File: config.mk
export PLATFORM = sky130hd
export DESIGN_NAME = wb_unit_flat
export DESIGN_NICKNAME = d
export VERILOG_FILES = /design/src/rtl/rv_pkg.sv /design/src/rtl/wb_unit_if.sv /design/src/rtl/wb_unit_fifo.sv /design/src/rtl/wb_unit.sv /design/src/flat_wrapper.sv
export SDC_FILE = /design/constraint.sdc
export NUM_CORES = 1
export LEC_CHECK = 0
export CORE_ASPECT_RATIO = 0.6
export CORE_MARGIN = 4
export CORE_UTILIZATION = 52
export DETAILED_ROUTE_END_ITERATION = 16
export PLACE_DENSITY_LB_ADDON = 0.25
export SLEW_MARGIN = 20
export SYNTH_ARGS = -nofsm -noshare
export SYNTH_HDL_FRONTEND = slang
export SYNTH_SLANG_ARGS = --single-unit
export TNS_END_PERCENT = 1
File: constraint.sdc
create_clock -name clk -period 9.8 [get_ports clk]
set_input_delay 2.94 -clock clk [delete_from_list [all_inputs] [get_ports clk]]
set_output_delay 2.94 -clock clk [all_outputs]
set_load 0.02 [all_outputs]
File: src/rtl/rv_pkg.sv
// Shared core types for the write-back path: register file geometry and the
// {rd, data} request carried by the long-latency result queue.
package rv_pkg;

  localparam int XLEN       = 32;
  localparam int REG_ADDR_W = 5;
  localparam int NUM_REGS   = 1 << REG_ADDR_W;

  typedef struct packed {
    logic [REG_ADDR_W-1:0] rd;
    logic [XLEN-1:0]       data;
  } wb_req_t;

  function automatic logic [NUM_REGS-1:0] reg_onehot(input logic [REG_ADDR_W-1:0] a);
    return {{(NUM_REGS-1){1'b0}}, 1'b1} << a;
  endfunction

endpackage

File: src/rtl/wb_unit_if.sv
// Bundle of the write-back unit's pipeline-facing signals; the slave side is
// the write-back unit, the master side is execute/memory/decode.
interface wb_unit_if;
  import rv_pkg::*;

  logic                  alu_valid;
  logic [REG_ADDR_W-1:0] alu_rd;
  logic [XLEN-1:0]       alu_data;
  logic                  alu_stall;
  logic                  mem_valid;
  logic                  mem_ready;
  logic [REG_ADDR_W-1:0] mem_rd;
  logic [XLEN-1:0]       mem_data;
  logic                  iss_valid;
  logic [REG_ADDR_W-1:0] iss_rd;
  logic [REG_ADDR_W-1:0] rs1_addr;
  logic [REG_ADDR_W-1:0] rs2_addr;
  logic                  rs1_busy;
  logic                  rs2_busy;
  logic                  iss_rd_busy;
  logic                  RegWEn;
  logic [REG_ADDR_W-1:0] rd_addr;
  logic [XLEN-1:0]       rd_data;

  modport slave (
    input  alu_valid, alu_rd, alu_data, mem_valid, mem_rd, mem_data,
           iss_valid, iss_rd, rs1_addr, rs2_addr,
    output alu_stall, mem_ready, rs1_busy, rs2_busy, iss_rd_busy,
           RegWEn, rd_addr, rd_data
  );

  modport master (
    output alu_valid, alu_rd, alu_data, mem_valid, mem_rd, mem_data,
           iss_valid, iss_rd, rs1_addr, rs2_addr,
    input  alu_stall, mem_ready, rs1_busy, rs2_busy, iss_rd_busy,
           RegWEn, rd_addr, rd_data
  );

endinterface

File: src/rtl/wb_unit_fifo.sv
// Synchronous queue of pending long-latency write-backs; pointers wrap
// naturally because DEPTH is a power of two.
module wb_fifo
  import rv_pkg::*;
#(
  parameter int DEPTH = 4
) (
  input  logic                   clk,
  input  logic                   rst,
  input  logic                   i_push,
  input  wb_req_t                i_data,
  input  logic                   i_pop,
  output wb_req_t                o_head,
  output logic                   o_full,
  output logic                   o_empty,
  output logic [$clog2(DEPTH):0] o_count
);

  localparam int AW = $clog2(DEPTH);
  localparam int CW = AW + 1;

  wb_req_t        r_mem [DEPTH];
  logic [AW-1:0]  r_wptr;
  logic [AW-1:0]  r_rptr;
  logic [CW-1:0]  r_count;
  logic           w_push;
  logic           w_pop;

  assign w_push  = i_push && !o_full;
  assign w_pop   = i_pop && !o_empty;
  assign o_full  = (r_count == CW'(DEPTH));
  assign o_empty = (r_count == {CW{1'b0}});
  assign o_count = r_count;
  assign o_head  = r_mem[r_rptr];

  always_ff @(posedge clk or posedge rst) begin
    if (rst) begin
      for (int i = 0; i < DEPTH; i++) begin
        r_mem[i] <= '0;
      end
      r_wptr <= {AW{1'b0}};
    end else if (w_push) begin
      r_mem[r_wptr] <= i_data;
      r_wptr        <= r_wptr + AW'(1);
    end
  end

  always_ff @(posedge clk or posedge rst) begin
    if (rst) begin
      r_rptr <= {AW{1'b0}};
    end else if (w_pop) begin
      r_rptr <= r_rptr + AW'(1);
    end
  end

  always_ff @(posedge clk or posedge rst) begin
    if (rst) begin
      r_count <= {CW{1'b0}};
    end else begin
      case ({w_push, w_pop})
        2'b10:   r_count <= r_count + CW'(1);
        2'b01:   r_count <= r_count - CW'(1);
        default: r_count <= r_count;
      endcase
    end
  end

endmodule

File: src/rtl/wb_unit.sv
// Write-back unit: merges ALU results with queued long-latency results onto a
// single register-file write port and keeps the busy scoreboard for decode.
module wb_unit
  import rv_pkg::*;
#(
  parameter int DEPTH      = 4,
  parameter int STARVE_MAX = 8
) (
  input  logic     clk,
  input  logic     rst,
  wb_unit_if.slave io
);

  localparam int CW = $clog2(DEPTH) + 1;
  localparam int SW = $clog2(STARVE_MAX + 1);
  localparam logic [SW-1:0] STARVE_LAST = SW'(STARVE_MAX - 1);

  logic                  w_alu_wr;
  logic                  w_push;
  logic                  w_pop;
  logic                  w_full;
  logic                  w_empty;
  logic                  w_pending;
  logic [CW-1:0]         w_count;
  wb_req_t               w_head;
  wb_req_t               w_push_req;
  logic [NUM_REGS-1:0]   w_busy_set;
  logic [NUM_REGS-1:0]   w_busy_clr;
  logic [NUM_REGS-1:0]   w_busy_nxt;
  logic                  w_wen_nxt;
  logic [REG_ADDR_W-1:0] w_rd_nxt;
  logic [XLEN-1:0]       w_data_nxt;
  logic [SW-1:0]         w_cnt_nxt;
  logic                  w_stall_nxt;

  logic                  r_wen;
  logic [REG_ADDR_W-1:0] r_rd;
  logic [XLEN-1:0]       r_data;
  logic [NUM_REGS-1:0]   r_busy;
  logic [SW-1:0]         r_cnt;
  logic                  r_stall;

  // x0 results are discarded here; an x0 memory transfer still handshakes.
  assign w_alu_wr   = io.alu_valid && (io.alu_rd != {REG_ADDR_W{1'b0}});
  assign w_push     = io.mem_valid && !w_full && (io.mem_rd != {REG_ADDR_W{1'b0}});
  assign w_pop      = !w_alu_wr && !w_empty;
  assign w_pending  = (w_count != {CW{1'b0}});
  assign w_push_req = '{rd: io.mem_rd, data: io.mem_data};

  wb_fifo #(
    .DEPTH(DEPTH)
  ) u_fifo (
    .clk    (clk),
    .rst    (rst),
    .i_push (w_push),
    .i_data (w_push_req),
    .i_pop  (w_pop),
    .o_head (w_head),
    .o_full (w_full),
    .o_empty(w_empty),
    .o_count(w_count)
  );

  // A new issue to the register being retired keeps it busy (set beats clear).
  assign w_busy_set = (io.iss_valid && (io.iss_rd != {REG_ADDR_W{1'b0}}))
                    ? reg_onehot(io.iss_rd) : {NUM_REGS{1'b0}};
  assign w_busy_clr = w_pop ? reg_onehot(w_head.rd) : {NUM_REGS{1'b0}};
  assign w_busy_nxt = ((r_busy & ~w_busy_clr) | w_busy_set) & ~{{(NUM_REGS-1){1'b0}}, 1'b1};

  assign io.mem_ready   = !w_full;
  assign io.alu_stall   = r_stall;
  assign io.rs1_busy    = r_busy[io.rs1_addr];
  assign io.rs2_busy    = r_busy[io.rs2_addr];
  assign io.iss_rd_busy = r_busy[io.iss_rd];
  assign io.RegWEn      = r_wen;
  assign io.rd_addr     = r_rd;
  assign io.rd_data     = r_data;

  always_comb begin
    w_wen_nxt  = 1'b0;
    w_rd_nxt   = {REG_ADDR_W{1'b0}};
    w_data_nxt = {XLEN{1'b0}};
    if (w_alu_wr) begin
      w_wen_nxt  = 1'b1;
      w_rd_nxt   = io.alu_rd;
      w_data_nxt = io.alu_data;
    end else if (w_pop) begin
      w_wen_nxt  = 1'b1;
      w_rd_nxt   = w_head.rd;
      w_data_nxt = w_head.data;
    end else begin
      w_wen_nxt  = 1'b0;
    end
  end

  // Count ALU wins that leave the queue waiting; the last one raises a one-cycle stall.
  always_comb begin
    w_cnt_nxt   = {SW{1'b0}};
    w_stall_nxt = 1'b0;
    if (w_alu_wr && w_pending) begin
      if (r_cnt == STARVE_LAST) begin
        w_cnt_nxt   = {SW{1'b0}};
        w_stall_nxt = 1'b1;
      end else begin
        w_cnt_nxt   = r_cnt + SW'(1);
        w_stall_nxt = 1'b0;
      end
    end else begin
      w_cnt_nxt   = {SW{1'b0}};
      w_stall_nxt = 1'b0;
    end
  end

  always_ff @(posedge clk or posedge rst) begin
    if (rst) begin
      r_wen   <= 1'b0;
      r_rd    <= {REG_ADDR_W{1'b0}};
      r_data  <= {XLEN{1'b0}};
      r_busy  <= {NUM_REGS{1'b0}};
      r_cnt   <= {SW{1'b0}};
      r_stall <= 1'b0;
    end else begin
      r_wen   <= w_wen_nxt;
      r_rd    <= w_rd_nxt;
      r_data  <= w_data_nxt;
      r_busy  <= w_busy_nxt;
      r_cnt   <= w_cnt_nxt;
      r_stall <= w_stall_nxt;
    end
  end

endmodule

File: src/flat_wrapper.sv
// flat-port wrapper written by rule: the top's interface ports become plain ports
module wb_unit_flat import rv_pkg::*;
#(
  parameter int DEPTH      = 4,
  parameter int STARVE_MAX = 8
)
  (clk, rst, io_alu_valid, io_alu_rd, io_alu_data, io_mem_valid, io_mem_rd, io_mem_data, io_iss_valid, io_iss_rd, io_rs1_addr, io_rs2_addr, io_alu_stall, io_mem_ready, io_rs1_busy, io_rs2_busy, io_iss_rd_busy, io_RegWEn, io_rd_addr, io_rd_data);
  wb_unit_if io_i ();
  input  logic clk;
  input  logic rst;
  input wire logic [$bits(io_i.alu_valid)-1:0] io_alu_valid;
  input wire logic [$bits(io_i.alu_rd)-1:0] io_alu_rd;
  input wire logic [$bits(io_i.alu_data)-1:0] io_alu_data;
  input wire logic [$bits(io_i.mem_valid)-1:0] io_mem_valid;
  input wire logic [$bits(io_i.mem_rd)-1:0] io_mem_rd;
  input wire logic [$bits(io_i.mem_data)-1:0] io_mem_data;
  input wire logic [$bits(io_i.iss_valid)-1:0] io_iss_valid;
  input wire logic [$bits(io_i.iss_rd)-1:0] io_iss_rd;
  input wire logic [$bits(io_i.rs1_addr)-1:0] io_rs1_addr;
  input wire logic [$bits(io_i.rs2_addr)-1:0] io_rs2_addr;
  output wire logic [$bits(io_i.alu_stall)-1:0] io_alu_stall;
  output wire logic [$bits(io_i.mem_ready)-1:0] io_mem_ready;
  output wire logic [$bits(io_i.rs1_busy)-1:0] io_rs1_busy;
  output wire logic [$bits(io_i.rs2_busy)-1:0] io_rs2_busy;
  output wire logic [$bits(io_i.iss_rd_busy)-1:0] io_iss_rd_busy;
  output wire logic [$bits(io_i.RegWEn)-1:0] io_RegWEn;
  output wire logic [$bits(io_i.rd_addr)-1:0] io_rd_addr;
  output wire logic [$bits(io_i.rd_data)-1:0] io_rd_data;
  assign io_i.alu_valid = io_alu_valid;
  assign io_i.alu_rd = io_alu_rd;
  assign io_i.alu_data = io_alu_data;
  assign io_i.mem_valid = io_mem_valid;
  assign io_i.mem_rd = io_mem_rd;
  assign io_i.mem_data = io_mem_data;
  assign io_i.iss_valid = io_iss_valid;
  assign io_i.iss_rd = io_iss_rd;
  assign io_i.rs1_addr = io_rs1_addr;
  assign io_i.rs2_addr = io_rs2_addr;
  assign io_alu_stall = io_i.alu_stall;
  assign io_mem_ready = io_i.mem_ready;
  assign io_rs1_busy = io_i.rs1_busy;
  assign io_rs2_busy = io_i.rs2_busy;
  assign io_iss_rd_busy = io_i.iss_rd_busy;
  assign io_RegWEn = io_i.RegWEn;
  assign io_rd_addr = io_i.rd_addr;
  assign io_rd_data = io_i.rd_data;
  wb_unit #(.DEPTH(DEPTH), .STARVE_MAX(STARVE_MAX)) u_core (.clk(clk), .rst(rst), .io(io_i));
endmodule
* Word level (Yosys, flattened, before mapping) *
Index checks and enable logic that the tools add are counted.

cells by class
  muxes and demuxes = 25
  shifts and indexed selects = 2
  reductions and logical operators = 18
  equal/unequal tests = 4
  bitwise operators = 5
  add/sub/neg operators = 5
  multiply operators = 0
  div/mod/pow operators = 0
  $lt $le $gt $ge = 6

operator list
  operator                                                    number
  bitwise mux 148 bit                                         1
  2-to-1 mux 32 bit                                           4
  2-to-1 mux 37 bit                                           3
  binary-select mux 37 bit (select 2 bit)                     1
  demux 37 bit (select 2 bit)                                 1
  << shifter 1 x 5 -> 32 bit, first input constant            2
  AND 32 bit                                                  1
  inverter 32 bit                                             1
  bitwise OR 32 bit                                           1
  less-than comparator 5 x 6 -> 1 bit, second input constant  3
  binary-select mux 1 bit (select 5 bit)                      3
  nonzero test 5 bit                                          3
  2-to-1 mux 5 bit                                            2
  logical AND 1 bit                                           9
  2-to-1 mux 4 bit                                            2
  2-to-1 mux 1 bit                                            7
  >= comparator 3 bit, second input constant                  2
  inverter 2 -> 3 bit                                         2
  one-hot mux 3 bit (2 select lines)                          1
  adder 2 x 1 -> 2 bit, second input constant                 2
  adder 4 x 1 -> 4 bit, second input constant                 1
  == test 4 x 3 -> 1 bit, second input constant               1
  adder 3 x 1 -> 3 bit, second input constant                 1
  == test 3 bit, second input constant                        1
  8 further kinds                                             10

storage, ports and cells
  register bits after elaboration = 229
  bits in writable memories = 0
  memories = 0
  bits of input ports = 94
  bits in latches = 0
  bits in read-only memories = 0

* Depth between registers and ports, before layout *
Gate-level depths: netlist of run 1.

  depth in word-level cells = 9
  mapped depth = 12
  depth with buffers taken out = 9

* Modules after synthesis *
A second synthesis of run 1 with hierarchy kept.

second synthesis, totals
  cells, all modules = 817
  area total of the unflattened synthesis = 11081.9 um2

by module, submodules not included
  module   times used  cells each  area each (um2)  seq. area each (um2)
  wb_fifo  1           394         6826.5           3878.7
  wb_unit  1           423         4255.3           1851.8

* Least setup slack after synthesis of run 1 *
No wires, ideal clock.

  path kind = input port to output port
  start = input port io_iss_rd[1]
  end = output port io_iss_rd_busy
  setup slack = 2.620 ns
  required time = 6.860 ns
  stages = 6
  arrival time = 4.240 ns
  cells stage by stage = clkbuf_1 -> buf_1 -> mux4_2 -> mux2i_1 -> nand3b_1 -> and4_1

between the ends
  cells in the longest elaborated chain, start to end = 2

ends and longest elaborated chain
  what                                    RTL line            RTL
  start: declaration                      flat_wrapper.sv:18  input wire logic [$bits(io_i.iss_rd)-1:0] io_iss_rd;
  binary-select mux 1 bit (select 5 bit)  wb_unit.sv:74       assign io.iss_rd_busy = r_busy[io.iss_rd];
  2-to-1 mux 1 bit (not written as such)  wb_unit.sv:74
  end: declaration                        flat_wrapper.sv:25  output wire logic [$bits(io_i.iss_rd_busy)-1:0] io_iss_rd_busy;

Every way passes these cells. The select of a mux whose other input is x is not followed.

* Worst setup path after layout of run 1 *
  start = input port io_iss_rd[0]
  end = output port io_iss_rd_busy

Same word-level chain as after synthesis.

==> results.txt, run 1 <==
The number of flops mapped to enable cells by yosys was 0. Total clock sinks: 229. Setup slack closes at 1.32 ns. Based on the critical path, the design can be clocked at up to 118 MHz. Of the synthesized area, sequential elements account for 53.1%. Cells fill 64.0% of the core in the end. The number of buffers inserted for hold repair after clock tree synthesis was 0.

The total grt overflow is 0. The logs give 6.86 ns for the critical path required time and 20200 µm² for the floorplan core area. In this run the deepest clock path goes through 3 buffers.

In this run the worst path has a maximum fanout of 16. The count of warnings emitted by yosys was 0. The standby leakage power came out at 5.34 nW. The nature of the critical path startpoint is a primary input.

The fraction of met1 tracks used by global routing is 34.2%, and the endpoint arrival time on the critical path is 5.54 ns. Weighted congestion at the end of routability-driven global placement: 0.943. The met2 demand-to-capacity share in global routing was 33.6%. Port buffering added 136 buffers. The initial antenna violation count came out at 2. The hold violation count in the final report was 0; the total global routing track utilization was 22.5%. Post-layout total power: 0.00408 W. The worst hold-check path type was reg -> reg. Yosys attributes the largest share of cell area to dfrtp_1, mux2_2, mux4_2, a22o_1, buf_6. For met3 alone, demand over resource in global routing was 6.26%. The worst setup path is captured at an output pin. Counting flops with an async set or reset pin after synthesis yields a share of 100%.

In the layout the commonest cells are dfrtp_1, mux2_2, clkdlybuf4s50_1, mux4_2, a22o_1. TritonCTS built the clock tree. The power per cell area works out to 316 nW/µm².

The die outline area was 23200 µm². The count of TritonRoute iterations in the first routing pass is 6, and the worst supply voltage drop on vdd is 0.000174 V. The synthesized design contains 229 register bits.

Counting I/O delays and the setup requirement, the final critical path takes 8.48 ns. The run gives 750 as the cell count after synthesis. Worst-case headroom to the max-slew limit: 28.4%.

Across the run, the number of max-cap violations was 0. Summed over all failing endpoints, the final setup total negative slack is 0 ns. Of the total synthesized cell area, the portion taken by AND, OR, NAND and NOR gates is 5.98%. Pin placement for this block handled 137 I/O pins. The detail route stage leaves a number of antenna-violating nets equal to 0. Leaving out fill and tap cells, the most frequent cell in the layout is dfrtp_1. The count of distinct cell types in the synthesized netlist is 50, and the number of cells after detailed placement is 1115. Counting cells, the worst reg-to-reg path comes to 5. Via count of the first global-routing pass: 7199. The worst register-to-register path begins at u_core.u_fifo.r_rptr[0]. The pin count of the biggest net entering global routing is 150, and the detailed-route via count is 6892. At the later pin of the worst-skew pair, clock insertion delay measures 0.52 ns.

In this run the horizontal extent of the chip is 194 µm. After floorplanning, the core was divided into 40 placement rows. The most used flip-flop cell after synthesis is dfrtp_1. The largest total area in the synthesized netlist belongs to dfrtp_1.

Setup violations remaining at the end of the flow were counted as 0. For the total number of H-tree levels, the log shows 1. Fraction of layout instances using a drive strength above 1: 29.1%. The adder-cell area share of the yosys netlist came out at 0.881%. Buffers added to address setup during post-CTS repair amount to 0. In this run the worst setup path begins at io_iss_rd[0]. In this run the critical register-to-register path is captured at u_core.r_busy[8]. The net count of the finished layout is 967. Measured against the total synthesized area, the mux share comes to 28.3%. After detailed routing, the average wire length per cell comes to 22.5 µm. The category of the most critical setup path is in -> out.

The tools report the global-route wire length before repair as 41600 µm. In this run, CTS created clock tree buffers numbering 22. The finished layout holds 1152 standard cells, fillers aside. For the max-slew violation count, the log shows 0.

Clock-pin slew was measured on the worst setup and hold paths at 0.06 ns. The cell sitting at the root of the clock tree is a clkbuf_16. Before CTS, the worst setup slack after placement is 1.30 ns. Relative area change from synthesis to final layout: 19.7%.

The logs give 561 for the count of routing violations after the opening detailed-route iteration and 0 for the number of inserted diodes. The effective utilization at floorplan is 53.5%, and the total routed wirelength is 25900 µm. For the pin with the worst max-slew slack, the measured transition is 1.07 ns. In this run, post-CTS repair resized a total of 0 instances. The final setup skew was 0.0261 ns; the HPWL reported at the end of detailed placement was 17500 µm. The critical path capture point was io_iss_rd_busy. After detailed routing, the number of remaining DRC violations is 0. The global routing stage identified its most utilized layer as met1. The post-synthesis average cell area is 14.4 µm². Dividing the final minimum period by the clock period gives 86.6%.

By area, the combinational part of the netlist is dominated by multiplexers. The die extent in y is 120 µm. After Yosys synthesis, XOR and XNOR cells account for 0.568% of the synthesized area. The tools report the internal reg-to-reg setup slack as 6.86 ns. After synthesis the cells add up to 10800 µm². The tools report the net count of the mapped netlist as 851.

The run finished with clean final reports. The detailed-route vias per instance was 5.98. Setup repair after global routing left no endpoint under its margin.

Summing the areas of all compound-gate instances in the mapped netlist gives 7.34% of the synthesized area. Of the post-synthesis cell area, the dominant cell type holds 53.1%.
how the worst min path moves through the flow:
stage	start	end	slack, ns	cells past startpoint
finish	u_core.r_cnt[0]	u_core.r_cnt[0]	0.47	1
CTS	u_core.u_fifo.o_count[2]	u_core.u_fifo.o_count[2]	0.48	1
floorplan	u_core.r_cnt[0]	u_core.r_cnt[0]	0.44	1
global placement	u_core.r_cnt[0]	u_core.r_cnt[0]	0.45	1
global route	u_core.u_fifo.o_count[2]	u_core.u_fifo.o_count[2]	0.51	1
detailed placement	u_core.r_cnt[0]	u_core.r_cnt[0]	0.47	1
critical path: stages:
cell and delay, ns:
clkdlybuf4s50_1 0.93, mux4_2 0.59, nor3b_1 0.21, o21ai_0 0.11, and4_1 0.23, clkdlybuf4s50_1 0.54
report_power, final:
| group | switching, W | total (W) | internal [W] |
|---|---|---|---|
| clock | 0.000354 | 0.000820 | 0.000466 |
| combinational | 0.000717 | 0.00160 | 0.000881 |
| sequential | 0.000294 | 0.00166 | 0.00137 |
Yosys cell counts (5+ instances only):
master    count
dfrtp_1     229
a22o_1       35
o31ai_1      14
inv_1        31
nand3_1       5
xnor2_1       5
mux4_2       56
nand2b_1     10
clkbuf_1     21
nand2_1      14
o22ai_1       5
buf_2         7
o21ai_0      24
or4_1         5
mux2_1        6
mux2_2      151
nor2_1       18
a21oi_1      18
nor3_1       12
ha_1          6
buf_6        15
per-layer routing:
layer / vias up / share of wire [%]
li1: 3049 / -
met1: 3577 / 47
met2: 235 / 44
met3: 27 / 7.6
met4: 4 / 1.2
met5: - / 0.10
final cells by class:
type	instances	area [µm²]
repair buffers	139	1390
well taps	273	342
fillers	1525	7250
clock buffers	33	622
clock inverters	4	60.1
multi-input cells	443	4640
inverters	31	129
flip-flops and latches	229	5730
logic make-up after synthesis:
kind of cell	count (synthesis)
buffers and inverters	78
multiplexers	215
AND/OR/NAND/NOR	103
flip-flops	229
AO/OA/AOI/OAI	111
XOR/XNOR	7
adder cells (fa/ha/maj)	7
sequential cells by signal, indices dropped and copies added, names as in the netlist:
name / flops
u_core.io.RegWEn: 1
u_core.io.alu_stall: 1
u_core.io.rd_addr: 5
u_core.io.rd_data: 32
u_core.r_busy: 31
u_core.r_cnt: 4
u_core.u_fifo.o_count: 3
u_core.u_fifo.r_mem: 148
u_core.u_fifo.r_rptr: 2
u_core.u_fifo.r_wptr: 2
through the flow:
step / instance area [µm²] / hold slack (ns)
finish: 12900 / 0.473
CTS: 12900 / 0.478
detailed placement: 12200 / 0.469
floorplan: 10800 / 0.440
global route: 12900 / 0.505
global placement: 12200 / 0.451
No activity file was read; power rests on OpenSTA's default activity.
==> run 2, diff against run 1 <==
Settings changed: SYNTH_HIERARCHICAL set to 1.
==> results.txt, run 2 <==
Detailed-route vias per instance: 5.83 (-2.6%). The cell family contributing the most delay on the critical path is buffers and inverters. The total number of cells along the worst setup path is 6 (unchanged). The final setup skew is 0.0123 ns (-0.0138 ns). The worst setup path is launched from a primary input. The area taken by flip-flops and latches was 5730 µm² (unchanged); the total clock sinks was 229 (unchanged). Top flip-flop cell by instance count after synthesis: dfrtp_1. The run gives 0 (-2) as the initial antenna violation count.

Most common library cell in the layout ignoring fill and taps: dfrtp_1. Endpoint arrival time on the critical path: 5.39 ns (-0.15 ns). dfrtp_1 is the most common cell in the netlist. The time the worst path needs with I/O delays and setup was 8.33 ns (-0.154 ns).

The effective utilization at floorplan was 52.8% (-0.67 points); the post-layout instance area was 13300 µm² (+3.2%). The routed length per instance was 21.0 µm (-6.7%); the post-CTS resize count was 0 (unchanged). The multiplexer share of the synthesized area is 27.6% (-0.65 points). Cell type with the largest total area after synthesis: dfrtp_1.

The number of cells after detailed placement is 1188 (+6.5%). The register with the most flip-flops is u_core/u_fifo/r_mem. The logs give 16700 µm (-4.6%) for the HPWL reported at the end of detailed placement and 6 (+6) for the count of warnings emitted by yosys.

The die extent in y is 121 µm (+1.3%). The tightest min-delay check is of the reg -> reg type. The total routed wirelength came out at 25800 µm (-0.51%).

The portion of total power attributed to the clock network was 19.9% (-0.2 points). The number of flip-flops in the largest register was 148 (unchanged); the maximum clock path buffer count was 3 (unchanged). Standby leakage power: 5.36 nW (+0.29%). The logs give 6.50 ns (-0.36 ns) for the internal reg-to-reg setup slack and 22 (unchanged) for the CTS buffer count. Max-cap violation count: 0 (unchanged). The run gives 41300 µm (-0.93%) as the global-route wire length before repair. Number of buffers inserted for hold repair after clock tree synthesis: 0 (unchanged). The tools report the number of inserted filler cells in the final layout as 1589 (+4.2%). The run finished with clean final reports. The net count of the mapped netlist came out at 918 (+7.9%). The tools report the net count of the finished layout as 1034 (+6.9%). The final cell count without fillers was 1228 (+6.6%). The run gives 0.901 (-4.5%) as the weighted congestion at the end of routability-driven global placement. The period utilization was 85.0% (-1.6 points); the count of distinct cell types in the synthesized netlist was 48 (-4.0%).

The run gives 120 MHz (+1.8%) as the top achievable clock speed. Sorting the synthesized cells by area gives the leading types as dfrtp_1, mux2_2, mux4_2, o21ai_0, nand2b_1. The stage delay of the slowest cell on the critical path was 0.85 ns (-0.08 ns); the total number of H-tree levels was 1 (unchanged). The total grt overflow was 0 (unchanged); the count of routing violations after the opening detailed-route iteration was 604 (+7.7%). The run gives 0.50 ns (-0.02 ns) as the worst-skew pair later-pin latency.

The library cells used most frequently in the layout, excluding fill and tap cells, are dfrtp_1, mux2_2, clkdlybuf4s50_1, nand2_1, o21ai_0. The setup TNS was 0 ns (unchanged); the number of inserted diodes was 0 (unchanged). For the number of remaining DRC errors, the log shows 0 (unchanged). After synthesis, the most frequently instantiated cells are dfrtp_1, mux2_2, nand2_1. Row count: 41 (+2.5%). The part of the power in combinational logic came out at 40.8% (+1.6 points).

The slew at the pin closest to its max-slew limit is 1.08 ns (+0.00404 ns). The slowest stage of the critical path belongs to the cell clkdlybuf4s50_1. The number of flops mapped to enable cells by yosys was 0 (unchanged); the top-level I/O count was 137 (unchanged). Max-slew violation count: 0 (unchanged). Walking the worst path, the cells encountered are clkdlybuf4s50_1 > mux4_2 > nor3b_1 > a21oi_1 > o2111a_1 > clkdlybuf4s50_1.

Relative to the synthesized area, the layout overhead comes to 20.3%. The number of cells traversed by the worst hold path was 1 (unchanged); the share of synthesized cell area in and, or, nand and nor gates was 8.52% (+2.5 points). The adder-cell area share of the yosys netlist was 0.858% (-0.023 points). The number of setup violations in the final report was 0 (unchanged); the fraction of layout instances using a drive strength above 1 was 30.6% (+1.4 points). The post-CTS setup buffer count came out at 0 (unchanged). After synthesis, the largest family of logic cells by area is multiplexers. Flip-flop and latch count after synthesis: 229 (unchanged).

Setup repair after global routing left no endpoint under its margin. The design internal power came out at 0.00296 W (+8.8%). The number of buffer cells added on primary ports came out at 136 (unchanged).

The number of cells on the worst reg-to-reg path came out at 6 (+1). TritonCTS built the clock tree. For the cell count after synthesis, the log shows 817 (+8.9%). The tools report the floorplan core area as 21000 µm² (+4.0%). The remaining antenna violation count is 0 (unchanged), and the post-synthesis average cell area is 13.6 µm² (-5.7%). The power per cell area works out to 336 nW/µm² (+6.3%). Category of the most critical setup path: in -> out. The buffering stage count on the worst path with inverters included was 2 (unchanged); the share of flip-flops with an asynchronous set or reset after synthesis was 100% (unchanged). The via count of the first global-routing pass was 7292 (+1.3%).

The detailed-route via count is 7157 (+3.8%), and the fraction of the mapped netlist area in compound gates is 7.11% (-0.23 points). The worst supply voltage drop on vdd is 0.000196 V (+13%), and the area taken by multi-input logic gates is 4980 µm² (+7.3%). The highest fanout seen on the critical path came out at 13 (-3). The worst setup path is captured at an output pin. For the hold violation count in the final report, the log shows 0 (unchanged).

The pin count of the biggest net entering global routing was 103 (-31%). The die width works out to 196 µm (+1.3%). The tools report the summed instance area of the synthesized netlist as 11100 µm² (+2.7%).

The tools report the worst-case headroom to the max-slew limit as 28.2% (-0.27 points). The root buffer cell chosen for the clock tree is clkbuf_16. In this design, the critical path's most frequently occurring cell is clkdlybuf4s50_1. The count of TritonRoute iterations in the first routing pass is 5 (-1), and the fraction of power spent switching nets is 34.0% (+0.55 points).

The sequential cell area fraction in the yosys report was 51.7% (-1.4 points); the total global routing track utilization was 21.8% (-0.73 points). The switching power total was 0.00152 W (+12%). The top-area cell type share of the netlist area works out to 51.7% (-1.4 points). The critical path required time was 6.86 ns (about the same).

The part of the power in registers is 39.4% (-1.4 points), and the fraction of synthesized cell area in xor and xnor cells is 0.553% (-0.015 points). The clock-pin slew reported for the worst setup and hold paths after clock tree synthesis is 0.06 ns (about the same). The logs give 12600 µm² (+2.7%) for the area of placed instances and 23800 µm² (+2.6%) for the die outline area.
run 2: through the flow:
step / power, W / util (%) / hold slack [ns] / setup WS [ns]
2_1_floorplan: 0.00303 / - / 0.440 / 2.63
3_3_place_gp: 0.00354 / 59.8 / 0.453 / 1.46
3_5_place_dp: 0.00358 / 59.8 / 0.464 / 1.46
4_1_cts: 0.00450 / 63.5 / 0.472 / 1.45
5_1_grt: 0.00474 / 63.5 / 0.498 / 1.30
6_report: 0.00448 / 63.5 / 0.471 / 1.47
run 2: layout make-up:
class                           instances  area share [%]
Clock buffer                           35            5.26
Clock inverter                          5           0.563
Inverter                               14           0.441
Multi-Input combinational cell        521            37.4
Sequential cell                       229            43.0
Tap cell                              279            2.62
Timing Repair Buffer                  145            10.7
run 2: power by group through the flow:
stage | clock network [W] | logic (W) | registers (W)
final | 0.000891 | 0.00182 | 0.00176
after global routing | 0.000951 | 0.00197 | 0.00181
after CTS | 0.000912 | 0.00183 | 0.00175
after detailed placement | 0 | 0.00182 | 0.00176
after global placement | 0 | 0.00179 | 0.00175
after floorplan | 0 | 0.00134 | 0.00169
run 2: layer usage:
layer  up-vias  global-route usage, %  wire length (µm)
met3        35                   4.74              2120
li1       3219                      -                 -
met4         0                   3.97               446
met1      3657                   35.5             12400
met5         -                      0                 0
met2       246                   30.2             10800
run 2: final timing paths:
check / startpoint / endpoint
setup / recovery: io_iss_rd[0] / io_iss_rd_busy
hold reg to reg: u_core/r_cnt[0] / u_core/r_cnt[0]
hold / removal: u_core/r_cnt[0] / u_core/r_cnt[0]
min in group asynchronous: rst / u_core/io.RegWEn
setup reg to reg: u_core/u_fifo/r_rptr[0] / u_core/r_busy[16]
max in group asynchronous: rst / u_core/u_fifo/r_mem[130]
run 2: kinds of logic (layout without fill, tap and decap cells):
kind of cell	Yosys count	in the layout
buf+inv	67	199
compound gates	112	112
mux	216	216
simple gates	179	179
fa+ha+maj	7	7
flops	229	229
xor+xnor	7	7
run 2: worst reg2reg max path: stages, from the launching register on:
cell and delay [ns]:
dfrtp_2 0.55, buf_4 0.59, mux4_2 0.67, or2_2 0.32, or4b_2 0.71, o31ai_1 0.21, o21ai_0 0.12
